<file path="src/rtl/mips_pkg.sv">
// mips_pkg: opcode/funct constants, ALU-op encoding and the ID/EX bundle types.
package mips_pkg;
  localparam int DATA_W = 32;
  localparam int REG_W = 2;
  localparam logic [5:0] OP_RTYPE = 6'h00;
  localparam logic [5:0] OP_LW = 6'h23;
  localparam logic [5:0] OP_SW = 6'h2B;
  localparam logic [5:0] OP_BEQ = 6'h04;
  localparam logic [5:0] OP_ADDI = 6'h08;
  localparam logic [5:0] F_ADD = 6'h20;
  localparam logic [5:0] F_SUB = 6'h22;
  localparam logic [5:0] F_AND = 6'h24;
  localparam logic [5:0] F_OR = 6'h25;
  localparam logic [5:0] F_SLT = 6'h2A;
  typedef enum logic [2:0] {ALU_ADD, ALU_SUB, ALU_AND, ALU_OR, ALU_SLT} alu_op_e;
  typedef struct packed {
    alu_op_e alu_op;
    logic alu_src;
    logic mem_read;
    logic mem_write;
    logic reg_write;
    logic mem_to_reg;
    logic branch;
    logic illegal;
  } ctrl_t;
  typedef struct packed {
    logic valid;
    logic [DATA_W-1:0] pc;
    logic [DATA_W-1:0] rs_data;
    logic [DATA_W-1:0] rt_data;
    logic [DATA_W-1:0] imm;
    logic [REG_W-1:0] dst;
    ctrl_t ctrl;
  } id_ex_t;
  function automatic ctrl_t illegal_ctrl();
    ctrl_t c;
    c = '0;
    c.illegal = 1'b1;
    return c;
  endfunction
endpackage

</file>
<file path="src/rtl/id_stage_if.sv">
// id_stage_if: IF-side, register-file and EX-side signals of the decode stage.
interface id_stage_if #(parameter int DW = 32, parameter int RW = 2);
  logic if_valid;
  logic [DW-1:0] if_instr;
  logic [DW-1:0] if_pc;
  logic id_ready;
  logic [RW-1:0] ReadReg1;
  logic [RW-1:0] ReadReg2;
  logic [DW-1:0] ReadData1;
  logic [DW-1:0] ReadData2;
  logic ex_ready;
  logic flush;
  logic ex_valid;
  logic [DW-1:0] ex_pc;
  logic [DW-1:0] ex_rs_data;
  logic [DW-1:0] ex_rt_data;
  logic [DW-1:0] ex_imm;
  logic [RW-1:0] ex_dst;
  logic [2:0] ex_alu_op;
  logic ex_alu_src;
  logic ex_mem_read;
  logic ex_mem_write;
  logic ex_reg_write;
  logic ex_mem_to_reg;
  logic ex_branch;
  logic ex_illegal;
  modport master (
    output if_valid, if_instr, if_pc, ReadData1, ReadData2, ex_ready, flush,
    input id_ready, ReadReg1, ReadReg2, ex_valid, ex_pc, ex_rs_data, ex_rt_data, ex_imm,
    ex_dst, ex_alu_op, ex_alu_src, ex_mem_read, ex_mem_write, ex_reg_write, ex_mem_to_reg,
    ex_branch, ex_illegal
  );
  modport slave (
    input if_valid, if_instr, if_pc, ReadData1, ReadData2, ex_ready, flush,
    output id_ready, ReadReg1, ReadReg2, ex_valid, ex_pc, ex_rs_data, ex_rt_data, ex_imm,
    ex_dst, ex_alu_op, ex_alu_src, ex_mem_read, ex_mem_write, ex_reg_write, ex_mem_to_reg,
    ex_branch, ex_illegal
  );
endinterface

</file>
<file path="src/rtl/id_decoder.sv">
// id_decoder: combinational instruction decode into control flags, destination and rt usage.
module id_decoder import mips_pkg::*; #(parameter int RW = REG_W) (
  input  logic [5:0]    opcode,
  input  logic [5:0]    funct,
  input  logic [RW-1:0] rt,
  input  logic [RW-1:0] rd,
  output ctrl_t         ctrl,
  output logic [RW-1:0] dst,
  output logic          rt_used
);
  always_comb begin
    ctrl = '0;
    case (opcode)
      OP_RTYPE: begin
        ctrl.reg_write = 1'b1;
        case (funct)
          F_ADD: ctrl.alu_op = ALU_ADD;
          F_SUB: ctrl.alu_op = ALU_SUB;
          F_AND: ctrl.alu_op = ALU_AND;
          F_OR: ctrl.alu_op = ALU_OR;
          F_SLT: ctrl.alu_op = ALU_SLT;
          default: ctrl = illegal_ctrl();
        endcase
      end
      OP_LW: begin
        ctrl.alu_src = 1'b1;
        ctrl.mem_read = 1'b1;
        ctrl.mem_to_reg = 1'b1;
        ctrl.reg_write = 1'b1;
      end
      OP_SW: begin
        ctrl.alu_src = 1'b1;
        ctrl.mem_write = 1'b1;
      end
      OP_BEQ: begin
        ctrl.alu_op = ALU_SUB;
        ctrl.branch = 1'b1;
      end
      OP_ADDI: begin
        ctrl.alu_src = 1'b1;
        ctrl.reg_write = 1'b1;
      end
      default: ctrl = illegal_ctrl();
    endcase
  end
  assign dst = (opcode == OP_RTYPE) ? rd : rt;
  assign rt_used = (opcode == OP_RTYPE) || (opcode == OP_SW) || (opcode == OP_BEQ);
endmodule

</file>
<file path="src/rtl/id_stage.sv">
// id_stage: MIPS decode stage with load-use bubble, back-pressure, flush and ID/EX register.
// Define ID_PERF_CNT_EN to build the saturating stall/flush performance counters.
module id_stage import mips_pkg::*; #(parameter int DW = DATA_W, parameter int RW = REG_W) (
  input  logic        clk,
  input  logic        reset,
  id_stage_if.slave   bus,
  output logic [15:0] stall_cnt,
  output logic [15:0] flush_cnt
);
  logic [RW-1:0] rs, rt, rd, dst;
  logic rt_used, hazard, unused_bits;
  ctrl_t dec;
  id_ex_t r;
  assign rs = bus.if_instr[21 +: RW];
  assign rt = bus.if_instr[16 +: RW];
  assign rd = bus.if_instr[11 +: RW];
  assign unused_bits = ^{bus.if_instr[25:23], bus.if_instr[20:18]};
  id_decoder #(.RW(RW)) u_dec (
    .opcode(bus.if_instr[31:26]),
    .funct(bus.if_instr[5:0]),
    .rt(rt),
    .rd(rd),
    .ctrl(dec),
    .dst(dst),
    .rt_used(rt_used)
  );
  assign hazard = r.valid && r.ctrl.mem_read && bus.if_valid && (r.dst == rs || (rt_used && r.dst == rt));
  assign bus.id_ready = bus.ex_ready && !hazard;
  assign bus.ReadReg1 = rs;
  assign bus.ReadReg2 = rt;
  always_ff @(posedge clk) begin
    if (reset) r <= '0;
    else if (bus.flush) r.valid <= 1'b0;
    else if (bus.ex_ready && hazard) r.valid <= 1'b0;
    else if (bus.ex_ready) r <= '{valid: bus.if_valid, pc: bus.if_pc, rs_data: bus.ReadData1,
                                  rt_data: bus.ReadData2,
                                  imm: {{(DW-16){bus.if_instr[15]}}, bus.if_instr[15:0]},
                                  dst: dst, ctrl: dec};
  end
  assign bus.ex_valid = r.valid;
  assign bus.ex_pc = r.pc;
  assign bus.ex_rs_data = r.rs_data;
  assign bus.ex_rt_data = r.rt_data;
  assign bus.ex_imm = r.imm;
  assign bus.ex_dst = r.dst;
  assign bus.ex_alu_op = r.ctrl.alu_op;
  assign bus.ex_alu_src = r.ctrl.alu_src;
  assign bus.ex_mem_read = r.ctrl.mem_read;
  assign bus.ex_mem_write = r.ctrl.mem_write;
  assign bus.ex_reg_write = r.ctrl.reg_write;
  assign bus.ex_mem_to_reg = r.ctrl.mem_to_reg;
  assign bus.ex_branch = r.ctrl.branch;
  assign bus.ex_illegal = r.ctrl.illegal;
`ifdef ID_PERF_CNT_EN
  // a stall is only counted when the bubble actually enters EX
  always_ff @(posedge clk) begin
    if (reset) begin
      stall_cnt <= '0;
      flush_cnt <= '0;
    end else begin
      if (bus.flush && flush_cnt != 16'hFFFF) flush_cnt <= flush_cnt + 16'd1;
      if (!bus.flush && bus.ex_ready && hazard && stall_cnt != 16'hFFFF) stall_cnt <= stall_cnt + 16'd1;
    end
  end
`else
  assign stall_cnt = '0;
  assign flush_cnt = '0;
`endif
endmodule

</file>
<file path="src/flat_wrapper.sv">
// flat-port wrapper written by rule: the top's interface ports become plain ports
module id_stage_flat import mips_pkg::*;
#(parameter int DW = DATA_W, parameter int RW = REG_W)
  (clk, reset, stall_cnt, flush_cnt, bus_if_valid, bus_if_instr, bus_if_pc, bus_ReadData1, bus_ReadData2, bus_ex_ready, bus_flush, bus_id_ready, bus_ReadReg1, bus_ReadReg2, bus_ex_valid, bus_ex_pc, bus_ex_rs_data, bus_ex_rt_data, bus_ex_imm, bus_ex_dst, bus_ex_alu_op, bus_ex_alu_src, bus_ex_mem_read, bus_ex_mem_write, bus_ex_reg_write, bus_ex_mem_to_reg, bus_ex_branch, bus_ex_illegal);
  id_stage_if #(.DW(DW), .RW(RW)) bus_i ();
  input  logic clk;
  input  logic reset;
  output logic [15:0] stall_cnt;
  output logic [15:0] flush_cnt;
  input wire logic [$bits(bus_i.if_valid)-1:0] bus_if_valid;
  input wire logic [$bits(bus_i.if_instr)-1:0] bus_if_instr;
  input wire logic [$bits(bus_i.if_pc)-1:0] bus_if_pc;
  input wire logic [$bits(bus_i.ReadData1)-1:0] bus_ReadData1;
  input wire logic [$bits(bus_i.ReadData2)-1:0] bus_ReadData2;
  input wire logic [$bits(bus_i.ex_ready)-1:0] bus_ex_ready;
  input wire logic [$bits(bus_i.flush)-1:0] bus_flush;
  output wire logic [$bits(bus_i.id_ready)-1:0] bus_id_ready;
  output wire logic [$bits(bus_i.ReadReg1)-1:0] bus_ReadReg1;
  output wire logic [$bits(bus_i.ReadReg2)-1:0] bus_ReadReg2;
  output wire logic [$bits(bus_i.ex_valid)-1:0] bus_ex_valid;
  output wire logic [$bits(bus_i.ex_pc)-1:0] bus_ex_pc;
  output wire logic [$bits(bus_i.ex_rs_data)-1:0] bus_ex_rs_data;
  output wire logic [$bits(bus_i.ex_rt_data)-1:0] bus_ex_rt_data;
  output wire logic [$bits(bus_i.ex_imm)-1:0] bus_ex_imm;
  output wire logic [$bits(bus_i.ex_dst)-1:0] bus_ex_dst;
  output wire logic [$bits(bus_i.ex_alu_op)-1:0] bus_ex_alu_op;
  output wire logic [$bits(bus_i.ex_alu_src)-1:0] bus_ex_alu_src;
  output wire logic [$bits(bus_i.ex_mem_read)-1:0] bus_ex_mem_read;
  output wire logic [$bits(bus_i.ex_mem_write)-1:0] bus_ex_mem_write;
  output wire logic [$bits(bus_i.ex_reg_write)-1:0] bus_ex_reg_write;
  output wire logic [$bits(bus_i.ex_mem_to_reg)-1:0] bus_ex_mem_to_reg;
  output wire logic [$bits(bus_i.ex_branch)-1:0] bus_ex_branch;
  output wire logic [$bits(bus_i.ex_illegal)-1:0] bus_ex_illegal;
  assign bus_i.if_valid = bus_if_valid;
  assign bus_i.if_instr = bus_if_instr;
  assign bus_i.if_pc = bus_if_pc;
  assign bus_i.ReadData1 = bus_ReadData1;
  assign bus_i.ReadData2 = bus_ReadData2;
  assign bus_i.ex_ready = bus_ex_ready;
  assign bus_i.flush = bus_flush;
  assign bus_id_ready = bus_i.id_ready;
  assign bus_ReadReg1 = bus_i.ReadReg1;
  assign bus_ReadReg2 = bus_i.ReadReg2;
  assign bus_ex_valid = bus_i.ex_valid;
  assign bus_ex_pc = bus_i.ex_pc;
  assign bus_ex_rs_data = bus_i.ex_rs_data;
  assign bus_ex_rt_data = bus_i.ex_rt_data;
  assign bus_ex_imm = bus_i.ex_imm;
  assign bus_ex_dst = bus_i.ex_dst;
  assign bus_ex_alu_op = bus_i.ex_alu_op;
  assign bus_ex_alu_src = bus_i.ex_alu_src;
  assign bus_ex_mem_read = bus_i.ex_mem_read;
  assign bus_ex_mem_write = bus_i.ex_mem_write;
  assign bus_ex_reg_write = bus_i.ex_reg_write;
  assign bus_ex_mem_to_reg = bus_i.ex_mem_to_reg;
  assign bus_ex_branch = bus_i.ex_branch;
  assign bus_ex_illegal = bus_i.ex_illegal;
  id_stage #(.DW(DW), .RW(RW)) u_core (.clk(clk), .reset(reset), .bus(bus_i), .stall_cnt(stall_cnt), .flush_cnt(flush_cnt));
endmodule
</file>
<file path="config.mk">
export PLATFORM = sky130hd
export DESIGN_NAME = id_stage_flat
export DESIGN_NICKNAME = d
export VERILOG_FILES = /design/src/rtl/mips_pkg.sv /design/src/rtl/id_stage_if.sv /design/src/rtl/id_decoder.sv /design/src/rtl/id_stage.sv /design/src/flat_wrapper.sv
export SDC_FILE = /design/constraint.sdc
export NUM_CORES = 1
export LEC_CHECK = 0
export ABC_AREA = 1
export BUFFER_PORTS_ARGS = -buffer_cell sky130_fd_sc_hd__buf_2
export CORE_AREA = 2 2 120 122
export DETAILED_ROUTE_END_ITERATION = 8
export DIE_AREA = 0 0 122 124
export GPL_ROUTABILITY_DRIVEN = 0
export PLACE_DENSITY = 0.76
export REMOVE_ABC_BUFFERS = 1
export SLEW_MARGIN = 5
export SYNTH_ARGS = -nofsm -noshare
export SYNTH_HDL_FRONTEND = slang
export SYNTH_SLANG_ARGS = --single-unit
</file>
<file path="constraint.sdc">
create_clock -name clk -period 1.61 [get_ports clk]
set_input_delay 0.0805 -clock clk [delete_from_list [all_inputs] [get_ports clk]]
set_output_delay 0.0805 -clock clk [all_outputs]
set_load 0.01 [all_outputs]
</file>
==> results of run 1 <==
[final cells by class]
type                    count  share of cell area
multi-input cells         578              0.2590
inverters                 143             0.05836
well taps                 180             0.02432
clock buffers              20             0.05039
flip-flops and latches    124              0.2686
repair buffers            424              0.3290
clock inverters            12             0.01040
[layout by cell type (no fill, tap or decap), drive strengths merged, types with 2 or more instances in the layout]
master,n
nand2,268
inv,142
dlygate4sd3,114
clkinvlp,3
conb,32
buf,306
clkbuf,24
clkinv,9
nand4,4
a21oi,3
o21ai,2
nand3,9
dfxtp,124
nor2,253
[worst paths after layout]
check,startpoint,endpoint,slack (ns),cells past startpoint
max reg2reg,u_core.bus.ex_dst[1],u_core.bus.ex_rt_data[2],-0.18,11
min reg2reg,u_core.bus.ex_valid,u_core.bus.ex_valid,0.50,2
max,u_core.bus.ex_dst[1],u_core.bus.ex_rt_data[2],-0.18,11
min,bus_if_instr[17],u_core.bus.ex_dst[1],0.06,5
[layer usage]
| metal | global-route usage | wire, um | part of all wire | vias to the layer above |
|---|---|---|---|---|
| met5 | 0 | 0 | 0 | - |
| met4 | 0.1070 | 597 | 0.033 | 0 |
| met3 | 0.06273 | 1458 | 0.082 | 51 |
| met2 | 0.3778 | 8989 | 0.50 | 278 |
| met1 | 0.2215 | 6835 | 0.38 | 2812 |
| li1 | - | - | - | 3275 |
[report_power, final]
group | switching (uW) | leakage (uW) | internal, uW | total, uW
clock network | 1380 | 0.000277 | 2220 | 3600
logic | 852 | 0.00401 | 772 | 1620
registers | 108 | 0.00102 | 3280 | 3390
total | 2340 | 0.00532 | 6280 | 8610
[sequential cells by signal, summed over array words and instances, names as in the netlist, 2 cells and up]
register               count
u_core.bus.ex_alu_op       3
u_core.bus.ex_imm         16
u_core.bus.ex_dst          2
u_core.bus.ex_rs_data     32
u_core.bus.ex_rt_data     32
u_core.bus.ex_pc          32
[cell families after synthesis]
| kind of cell | Yosys count | share of synthesized area |
|---|---|---|
| xor+xnor | 2 | 0.003025 |
| other cells | 1 | 0.0006475 |
| compound gates | 7 | 0.006697 |
| flops | 124 | 0.4286 |
| simple gates | 537 | 0.3556 |
| buf+inv | 236 | 0.2054 |
[Yosys cell counts]
master / number / area [um2]
a21oi_1: 3 / 15.01
buf_2: 12 / 60.06
buf_4: 57 / 427.9
buf_6: 10 / 112.6
clkbuf_1: 14 / 52.55
conb_1: 1 / 3.750
dfxtp_1: 124 / 2482
inv_1: 141 / 529.3
inv_2: 2 / 7.510
nand2_1: 267 / 1002
nand2_2: 1 / 6.260
nand3_1: 8 / 40.04
nand3_4: 1 / 17.52
nand3b_1: 1 / 7.510
nand4_1: 4 / 25.02
nor2_1: 253 / 949.7
nor3_1: 1 / 5.000
o211ai_1: 1 / 7.510
o21ai_0: 2 / 10.01
o22ai_1: 1 / 6.260
or2_0: 1 / 6.260
xnor2_1: 1 / 8.760
xor2_1: 1 / 8.760
[critical path: stages, from the launching register on]
cell and delay (ns):
dfxtp_2 0.35, inv_2 0.04, or2_0 0.21, nand3_1 0.10, nand2_1 0.07, nand2_2 0.08
buf_6 0.10, nand3_4 0.11, buf_12 0.19, buf_12 0.16, nor2_1 0.16, nor2_1 0.08
[metrics by stage]
stage / cells / hold slack (ns) / TNS [ns]
after global routing: 1481 / 0.09869 / -21.25
after floorplan: 845 / 0.1520 / -133.65
after CTS: 1473 / 0.04615 / -0.02234
after global placement: 1325 / 0.3009 / 0
final: 1481 / 0.05605 / -7.717
after detailed placement: 1325 / 0.3077 / 0
[what timing repair did]
item,4_1_cts,5_1_grt
hold buffers,114,0
resized for setup,9,71
pin swaps,2,5
endpoints found under the setup margin,1,116
buffers inserted,2,4
cloned,0,4
hold endpoints to repair,116,0
==> run_results.csv, run 1 <==
group,metric,value,unit
status,run_status,"complete, but fails checks",
status,violations,"negative setup slack",
global_route,first_global_vias,5766,
cts,cts.sinks,124,
global_route,track_usage,0.2096,
cells_and_area,final_nets,1421,
detailed_routing,drcViolationCount,0,
detailed_routing,vias,6416,
synth,syn-cell-area,5792,um2
synth,yosysSeqAreaShare,0.4286,
setup_path,end_kind,"flip-flop",
detailed_routing,wirelength,17.88,mm
cts,clk_path_buf_depth,2,
timing,fin_skew,0.006801,ns
setup_path,critical_path_class,"reg -> reg",
timing,hold_violations,0,
placement,dpl-instance-area,7178,um2
detailed_routing,drt-wirelength-per-cell,12.07,um
timing,maxSlewViolCount,0,
timing,setup_viol,112,
die,die_area,15130,um2
cells_and_area,final_layout_size_suffix_gt1_frac,0.3167,
cells_and_area,syn_to_final_growth,59.90,%
cts,tritoncts,"done",
timing,fmax,560.0,MHz
synth,yosysWarningCount,0,
power_and_ir_drop,cellPowerDensity,930.0,nW/um2
die,die_h,124,um
detailed_routing,drt-initial-drc-count,284,
die,core,13720,um2
detailed_routing,drt_pre_antenna_iters,5,
setup_path,startpoint_type,"flip-flop",
global_route,grt_antenna_before_repair,0,
setup_path,arrival,2.08,ns
power_and_ir_drop,p_leak,0.005316,uW
cts,root_buffer,"clkbuf_16",
cells_and_area,diodes,0,
detailed_routing,antenna_left,0,
timing,period_needed,1.786,ns
setup_path,crit_fanout,19,
die,ios,311,
cells_and_area,register_area,2487,um2
cells_and_area,fill_cells,1018,
synth,syn_area_per_cell,6.386,um2
synth,yosys.cell_types.count,23,
die,die_w,122,um
cts,clk_pin_slew,0.05,ns
timing,rsz0062_at_grt,"yes",
cts,insertion_delay,0.41,ns
job,max_cap_violations,0,
die,initial_utilization,0.4222,
timing,fin_ws,-0.1757,ns
setup_path,required,1.90,ns
placement,io_buffers,272,
synth,synthesis.instances,907,
timing,period_share,1.109,
power_and_ir_drop,vdd_ir_drop_max,0.0006220,V
detailed_routing,routed_via_density,4.332,
die,rows,43,
cts,cts_buffers,17,
cts,htreeDepth,4,
cells_and_area,multiInputGateArea,2399,um2
global_route,grt-ovfl-total,0,
worst_hold_path,hold_class,"in -> reg",
synth,synth_seq_cells,124,
global_route,grt_first_pass_wirelength,25.43,mm
power_and_ir_drop,totalPowerFinal,8613,uW
placement,hpwl,10.24,mm
global_route,grt_max_degree,62,
cells_and_area,finish.utilization,0.6751,
cells_and_area,stdcell_area,9261,um2
placement,place_ws,0.05429,ns
(Power assumes the default switching activity.)
==> inputs of run 2 (changes only) <==
CORE_AREA = 2 2 122 124   (was 2 2 120 122)
DIE_AREA = 0 0 124 126   (was 0 0 122 124)
PLACE_DENSITY = 0.74   (was 0.76)
clock period = 2.1 ns   (was 1.61 ns; I/O delays follow)
==> run_results.csv, run 2 (synthesized netlist as in run 1, its figures left out) <==
group,metric,value,unit
die,core,14310,um2
placement,io_buffers,272,
setup_path,arrival,2.06,ns
detailed_routing,vias,6026,
cts,root_buffer,"clkbuf_16",
power_and_ir_drop,power_frac_clock,0.429,
power_and_ir_drop,comb_power_share,0.170,
setup_path,r2r-end,"u_core.bus.ex_rs_data[10]",
power_and_ir_drop,vdd_ir_drop_max,0.0005168,V
detailed_routing,wirelength,15.73,mm
power_and_ir_drop,internal_power,4748,uW
setup_path,startpoint_type,"flip-flop",
timing,maxSlewViolCount,0,
die,die_area,15620,um2
cts,cts_buffers,17,
cts,tritoncts,"done",
placement,place_ws,0.3227,ns
detailed_routing,drcViolationCount,0,
timing,period_needed,1.771,ns
setup_path,crit_fanout,54,
power_and_ir_drop,p_switching,1713,uW
power_and_ir_drop,p_seq_frac,0.401,
timing,setup_viol,0,
setup_path,cp_common_cell,"nand2_1",
timing,period_share,0.8435,
setup_path,critPathBufInv,3,
setup_path,crit_path_max_incr_delay,0.39,ns
cells_and_area,multiInputGateArea,2236,um2
die,die_w,124,um
cts,clk_path_buf_depth,2,
setup_path,endpoint,"u_core.bus.ex_rs_data[10]",
setup_path,required,2.39,ns
setup_path,crit_family,"simple AND/OR/NAND/NOR gates",
die,ios,311,
worst_hold_path,hold_class,"in -> reg",
cells_and_area,register_area,2482,um2
setup_path,ff2ff_path_depth,13,
setup_path,critPathSlowestCell,"dfxtp_1",
cts,cts.sinks,124,
timing,finalSetupTns,0,ns
setup_path,r2r_slack,0.33,ns
timing,rsz0062_at_grt,"no",
placement,placedCellCount,1310,
power_and_ir_drop,p_leak,0.005082,uW
detailed_routing,drt_pre_antenna_iters,5,
global_route,grt-ovfl-total,0,
timing,fin_skew,0.01198,ns
global_route,grt_max_degree,86,
cells_and_area,diodes,0,
power_and_ir_drop,cellPowerDensity,745.7,nW/um2
job,max_cap_violations,0,
detailed_routing,drt-initial-drc-count,243,
timing,fin_ws,0.3286,ns
timing,hold_violations,0,
timing,fmax,564.5,MHz
detailed_routing,drt-wirelength-per-cell,10.82,um
cells_and_area,instances_no_fill,1453,
setup_path,path_cells,"inv_1, nand2_1, nand2_1, nor2_1, nand2_1, nand2_1, nand2_2, nand3_4, buf_12, buf_12, nand2_1, nand2_1, nor2_1",
placement,hpwl,9.716,mm
power_and_ir_drop,totalPowerFinal,6462,uW
global_route,grt_antenna_before_repair,0,
setup_path,r2r-start,"u_core.bus.ex_dst[0]",
global_route,grt_first_pass_wirelength,25.03,mm
power_and_ir_drop,switching_share,0.2652,
cts,htreeDepth,4,
cells_and_area,fill_cells,1231,
global_route,first_global_vias,5658,
setup_path,cp-startpoint,"u_core.bus.ex_dst[0]",
detailed_routing,routed_via_density,4.147,
die,rows,44,
setup_path,end_kind,"flip-flop",
setup_path,critical_path_class,"reg -> reg",
detailed_routing,antenna_left,0,
cts,insertion_delay,0.41,ns
cells_and_area,final_common_cell,"buf_2",
cts,clk_pin_slew,0.05,ns
status,run_status,"complete, no violations",
cells_and_area,final_layout_size_suffix_gt1_frac,0.2482,
cells_and_area,final_nets,1391,
global_route,track_usage,0.1991,
cells_and_area,mostFrequentLayoutCells,"buf_2 (272), nand2_1 (267), nor2_1 (253)",
die,initial_utilization,0.4046,
die,die_h,126,um
setup_path,cp_num_cells,13,
cells_and_area,syn_to_final_growth,49.60,%
-- run 2: power groups by stage --
stage | Clock (uW) | Sequential, uW | Combinational, uW
after floorplan | 0 | 2730 | 428
after global placement | 0 | 2630 | 905
after detailed placement | 0 | 2640 | 914
after CTS | 2830 | 2590 | 1080
after global routing | 2940 | 2610 | 1230
final | 2770 | 2590 | 1100
-- run 2: repair_timing --
action,in CTS,in global routing
setup buffers,0,0
endpoints found under the hold margin,115,0
hold buffers,113,0
gates resized for setup,0,0
-- run 2: layout make-up --
type | count | share of cell area
Clock inverter | 12 | 0.01458
Tap cell | 184 | 0.02657
Sequential cell | 124 | 0.2865
Clock buffer | 18 | 0.04953
Multi-Input combinational cell | 578 | 0.2581
Timing Repair Buffer | 394 | 0.3027
Inverter | 143 | 0.06209
-- run 2: metal layers --
metal	GRT usage	part of all wire
met1	0.2066	0.40
met2	0.3659	0.50
met3	0.06024	0.081
met4	0.08328	0.019
met5	0	0
-- run 2: worst min-delay path, stage by stage --
cell and delay, ns:
buf_2 0.08, o211ai_1 0.09, a21oi_1 0.12
-- run 2: how the worst min path moves through the flow --
stage                            startpoint                        end  slack, ns  cells after the start
after CTS                      bus_if_valid        u_core.bus.ex_valid       0.02                      3
final                          bus_if_valid        u_core.bus.ex_valid       0.04                      3
after floorplan                       reset    u_core.bus.ex_alu_op[0]       0.18                      1
after global placement    bus_ReadData1[12]  u_core.bus.ex_rs_data[12]       0.33                      3
after detailed placement              reset    u_core.bus.ex_alu_op[0]       0.33                      2
after global routing           bus_ex_ready        u_core.bus.ex_valid       0.08                      3
-- run 2: metrics by stage --
stage               cell area (um2)  hold WS [ns]  utilization
floorplan                      5255        0.1765            -
global placement               6978        0.3252       0.4875
detailed placement             6978        0.3302       0.4875
CTS                            8665       0.02408       0.6053
global route                   8665       0.08206       0.6053
finish                         8665       0.04041       0.6053
==> inputs of run 3 (changes only) <==
ABC_AREA = 0   (was 1)
CORE_AREA = 2 2 120 122   (was 2 2 122 124)
DIE_AREA = 0 0 122 124   (was 0 0 124 126)
PLACE_DENSITY = 0.72   (was 0.74)
clock period = 1.5 ns   (was 2.1 ns; I/O delays follow)
==> run_results.csv, run 3 <==
group,metric,value,unit
detailed_routing,vias,5608,
timing,period_needed,1.774,ns
die,initial_utilization,0.3634,
timing,hold_violations,0,
die,die_w,122,um
timing,fmax,563.7,MHz
synth,synth_top_cell_by_area,"dfxtp_1",
job,max_cap_violations,0,
setup_path,arrival,2.11,ns
power_and_ir_drop,comb_power_share,0.150,
cells_and_area,finish.utilization,0.6319,
cells_and_area,final_nets,1155,
timing,setup_viol,124,
synth,synth-xor-area-share,0.007026,
synth,synth_top_family_by_area,"simple AND/OR/NAND/NOR gates",
global_route,grt_max_degree,70,
detailed_routing,antenna_left,0,
power_and_ir_drop,internal_power,6854,uW
setup_path,required,1.83,ns
setup_path,startpoint_type,"flip-flop",
synth,synth.most_common_cell,"nand2_1",
global_route,track_usage,0.2073,
cts,cts.sinks,124,
die,die_area,15130,um2
cts,clk_pin_slew,0.06,ns
synth,synthesis.instances,624,
timing,period_share,1.183,
power_and_ir_drop,p_leak,0.004088,uW
placement,io_buffers,272,
global_route,first_global_vias,5233,
cells_and_area,final_common_cell,"buf_2",
die,core,13720,um2
power_and_ir_drop,p_switching,2268,uW
cts,root_buffer,"clkbuf_16",
cells_and_area,final_layout_size_suffix_gt1_frac,0.3816,
setup_path,end_kind,"flip-flop",
placement,hpwl,9.727,mm
global_route,grt-ovfl-total,0,
synth,async_flop_share,0,
detailed_routing,drt-initial-drc-count,257,
detailed_routing,drt-wirelength-per-cell,14.13,um
synth,synth_seq_cells,124,
detailed_routing,drt_pre_antenna_iters,4,
synth,yosys.area_share.adder,0,
die,ios,311,
timing,fin_skew,0.01411,ns
power_and_ir_drop,cellPowerDensity,1052,nW/um2
status,run_status,"complete, but fails checks",
synth,yosysWarningCount,0,
synth,synthMuxAreaShare,0.002008,
global_route,grt_first_pass_wirelength,24.67,mm
synth,yosysSeqAreaShare,0.4979,
synth,yosys_most_used_dff,"dfxtp_1",
setup_path,crit_fanout,8,
synth,synth_common_cells,"nand2_1 (232), dfxtp_1 (124), a21oi_1 (120)",
timing,maxSlewViolCount,0,
synth,synth_edf_count,0,
cells_and_area,mostFrequentLayoutCells,"buf_2 (271), nand2_1 (222), dfxtp_1 (120)",
detailed_routing,wirelength,17.17,mm
cts,clk_path_buf_depth,2,
placement,place_ws,-0.3960,ns
detailed_routing,routed_via_density,4.616,
synth,netlist.area_leader.share,0.4979,
cells_and_area,diodes,0,
synth,synth_compound_area_frac,0.1498,
status,violations,"negative setup slack",
die,rows,43,
synth,syn_area_per_cell,7.990,um2
global_route,grt_antenna_before_repair,0,
cts,htreeDepth,4,
power_and_ir_drop,p_seq_frac,0.386,
synth,synthSimpleGateAreaFrac,0.2130,
worst_hold_path,hold_class,"in -> reg",
synth,synth_area_leaders,"dfxtp_1 (50%), nand2_1 (17%), a21oi_1 (12%)",
power_and_ir_drop,vdd_ir_drop_max,0.0007664,V
timing,rsz0062_at_grt,"yes",
cts,cts_buffers,17,
cts,insertion_delay,0.42,ns
synth,yosys.cell_types.count,33,
timing,fin_ws,-0.2741,ns
power_and_ir_drop,switching_share,0.2486,
cts,tritoncts,"done",
die,die_h,124,um
detailed_routing,drcViolationCount,0,
setup_path,critical_path_class,"reg -> reg",
cells_and_area,syn_to_final_growth,73.88,%
synth,syn-cell-area,4986,um2
power_and_ir_drop,power_frac_clock,0.465,
==> run 3: worst max-delay path: stages (launching register included) <==
cell      delay, ns
dfxtp_2        0.37
xor2_1         0.17
o31ai_1        0.09
buf_4          0.15
a211oi_4       0.22
buf_12         0.21
buf_12         0.15
buf_6          0.11
nand2_1        0.06
a21oi_1        0.16
==> run 3: cell type report <==
type | instances | area [um2]
Fill cell | 1065 | 5050
Timing Repair Buffer | 442 | 3212
Sequential cell | 124 | 2487
Multi-Input combinational cell | 434 | 2115
Clock buffer | 19 | 452.9
Tap cell | 180 | 225.2
Clock inverter | 13 | 166.4
Inverter | 3 | 11.26
==> run 3: kinds of logic after synthesis <==
| kind of cell | count (synthesis) |
|---|---|
| simple gates | 262 |
| flops | 124 |
| xor+xnor | 4 |
| compound gates | 135 |
| other cells | 1 |
| buf+inv | 97 |
| mux | 1 |
==> run 3: power groups by stage <==
stage	clock network, uW	registers [uW]	logic (uW)
after floorplan	0	3660	314
after global placement	0	3580	972
after detailed placement	0	3580	978
after CTS	4320	3510	1270
after global routing	4460	3530	1480
final	4240	3520	1360
==> run 3: what timing repair did <==
item                                    in CTS  in global routing
buffers inserted                             3                  5
cloned                                       2                  3
endpoints found under the setup margin     124                125
pin swaps                                   17                  5
gates resized for setup                     27                 23
hold endpoints to repair                   118                  0
hold buffers                               116                  0
==> run 3: stage by stage <==
step / area, um2 / setup TNS, ns / instances / power (uW) / hold slack [ns]
CTS: 8456 / -22.53 / 1207 / 9103 / 0.05722
global route: 8670 / -34.43 / 1215 / 9469 / 0.09706
global placement: 6489 / -27.43 / 1055 / 4548 / 0.3150
floorplan: 4468 / -374.14 / 561 / 3979 / 0.1441
finish: 8670 / -25.53 / 1215 / 9122 / 0.09218
detailed placement: 6489 / -33.88 / 1055 / 4559 / 0.3208
==> run 3: final timing paths <==
check                                              start                         to  cells past startpoint  slack [ns]
worst min-delay path                               reset    u_core.bus.ex_alu_op[1]                      3        0.09
worst max-delay path                u_core.bus.ex_dst[1]  u_core.bus.ex_rt_data[30]                      9       -0.27
worst max register to register      u_core.bus.ex_dst[1]  u_core.bus.ex_rt_data[30]                      9       -0.27
worst min register to register  u_core.bus.ex_rt_data[2]   u_core.bus.ex_rt_data[2]                      2        0.45
==> run 3: layer usage <==
layer | vias to the layer above | wire length [um] | global-route usage
met3 | 47 | 1460 | 0.07601
met2 | 255 | 8661 | 0.3607
met1 | 2558 | 6534 | 0.2193
met4 | 0 | 519 | 0.1099
met5 | - | 0 | 0
li1 | 2748 | - | -
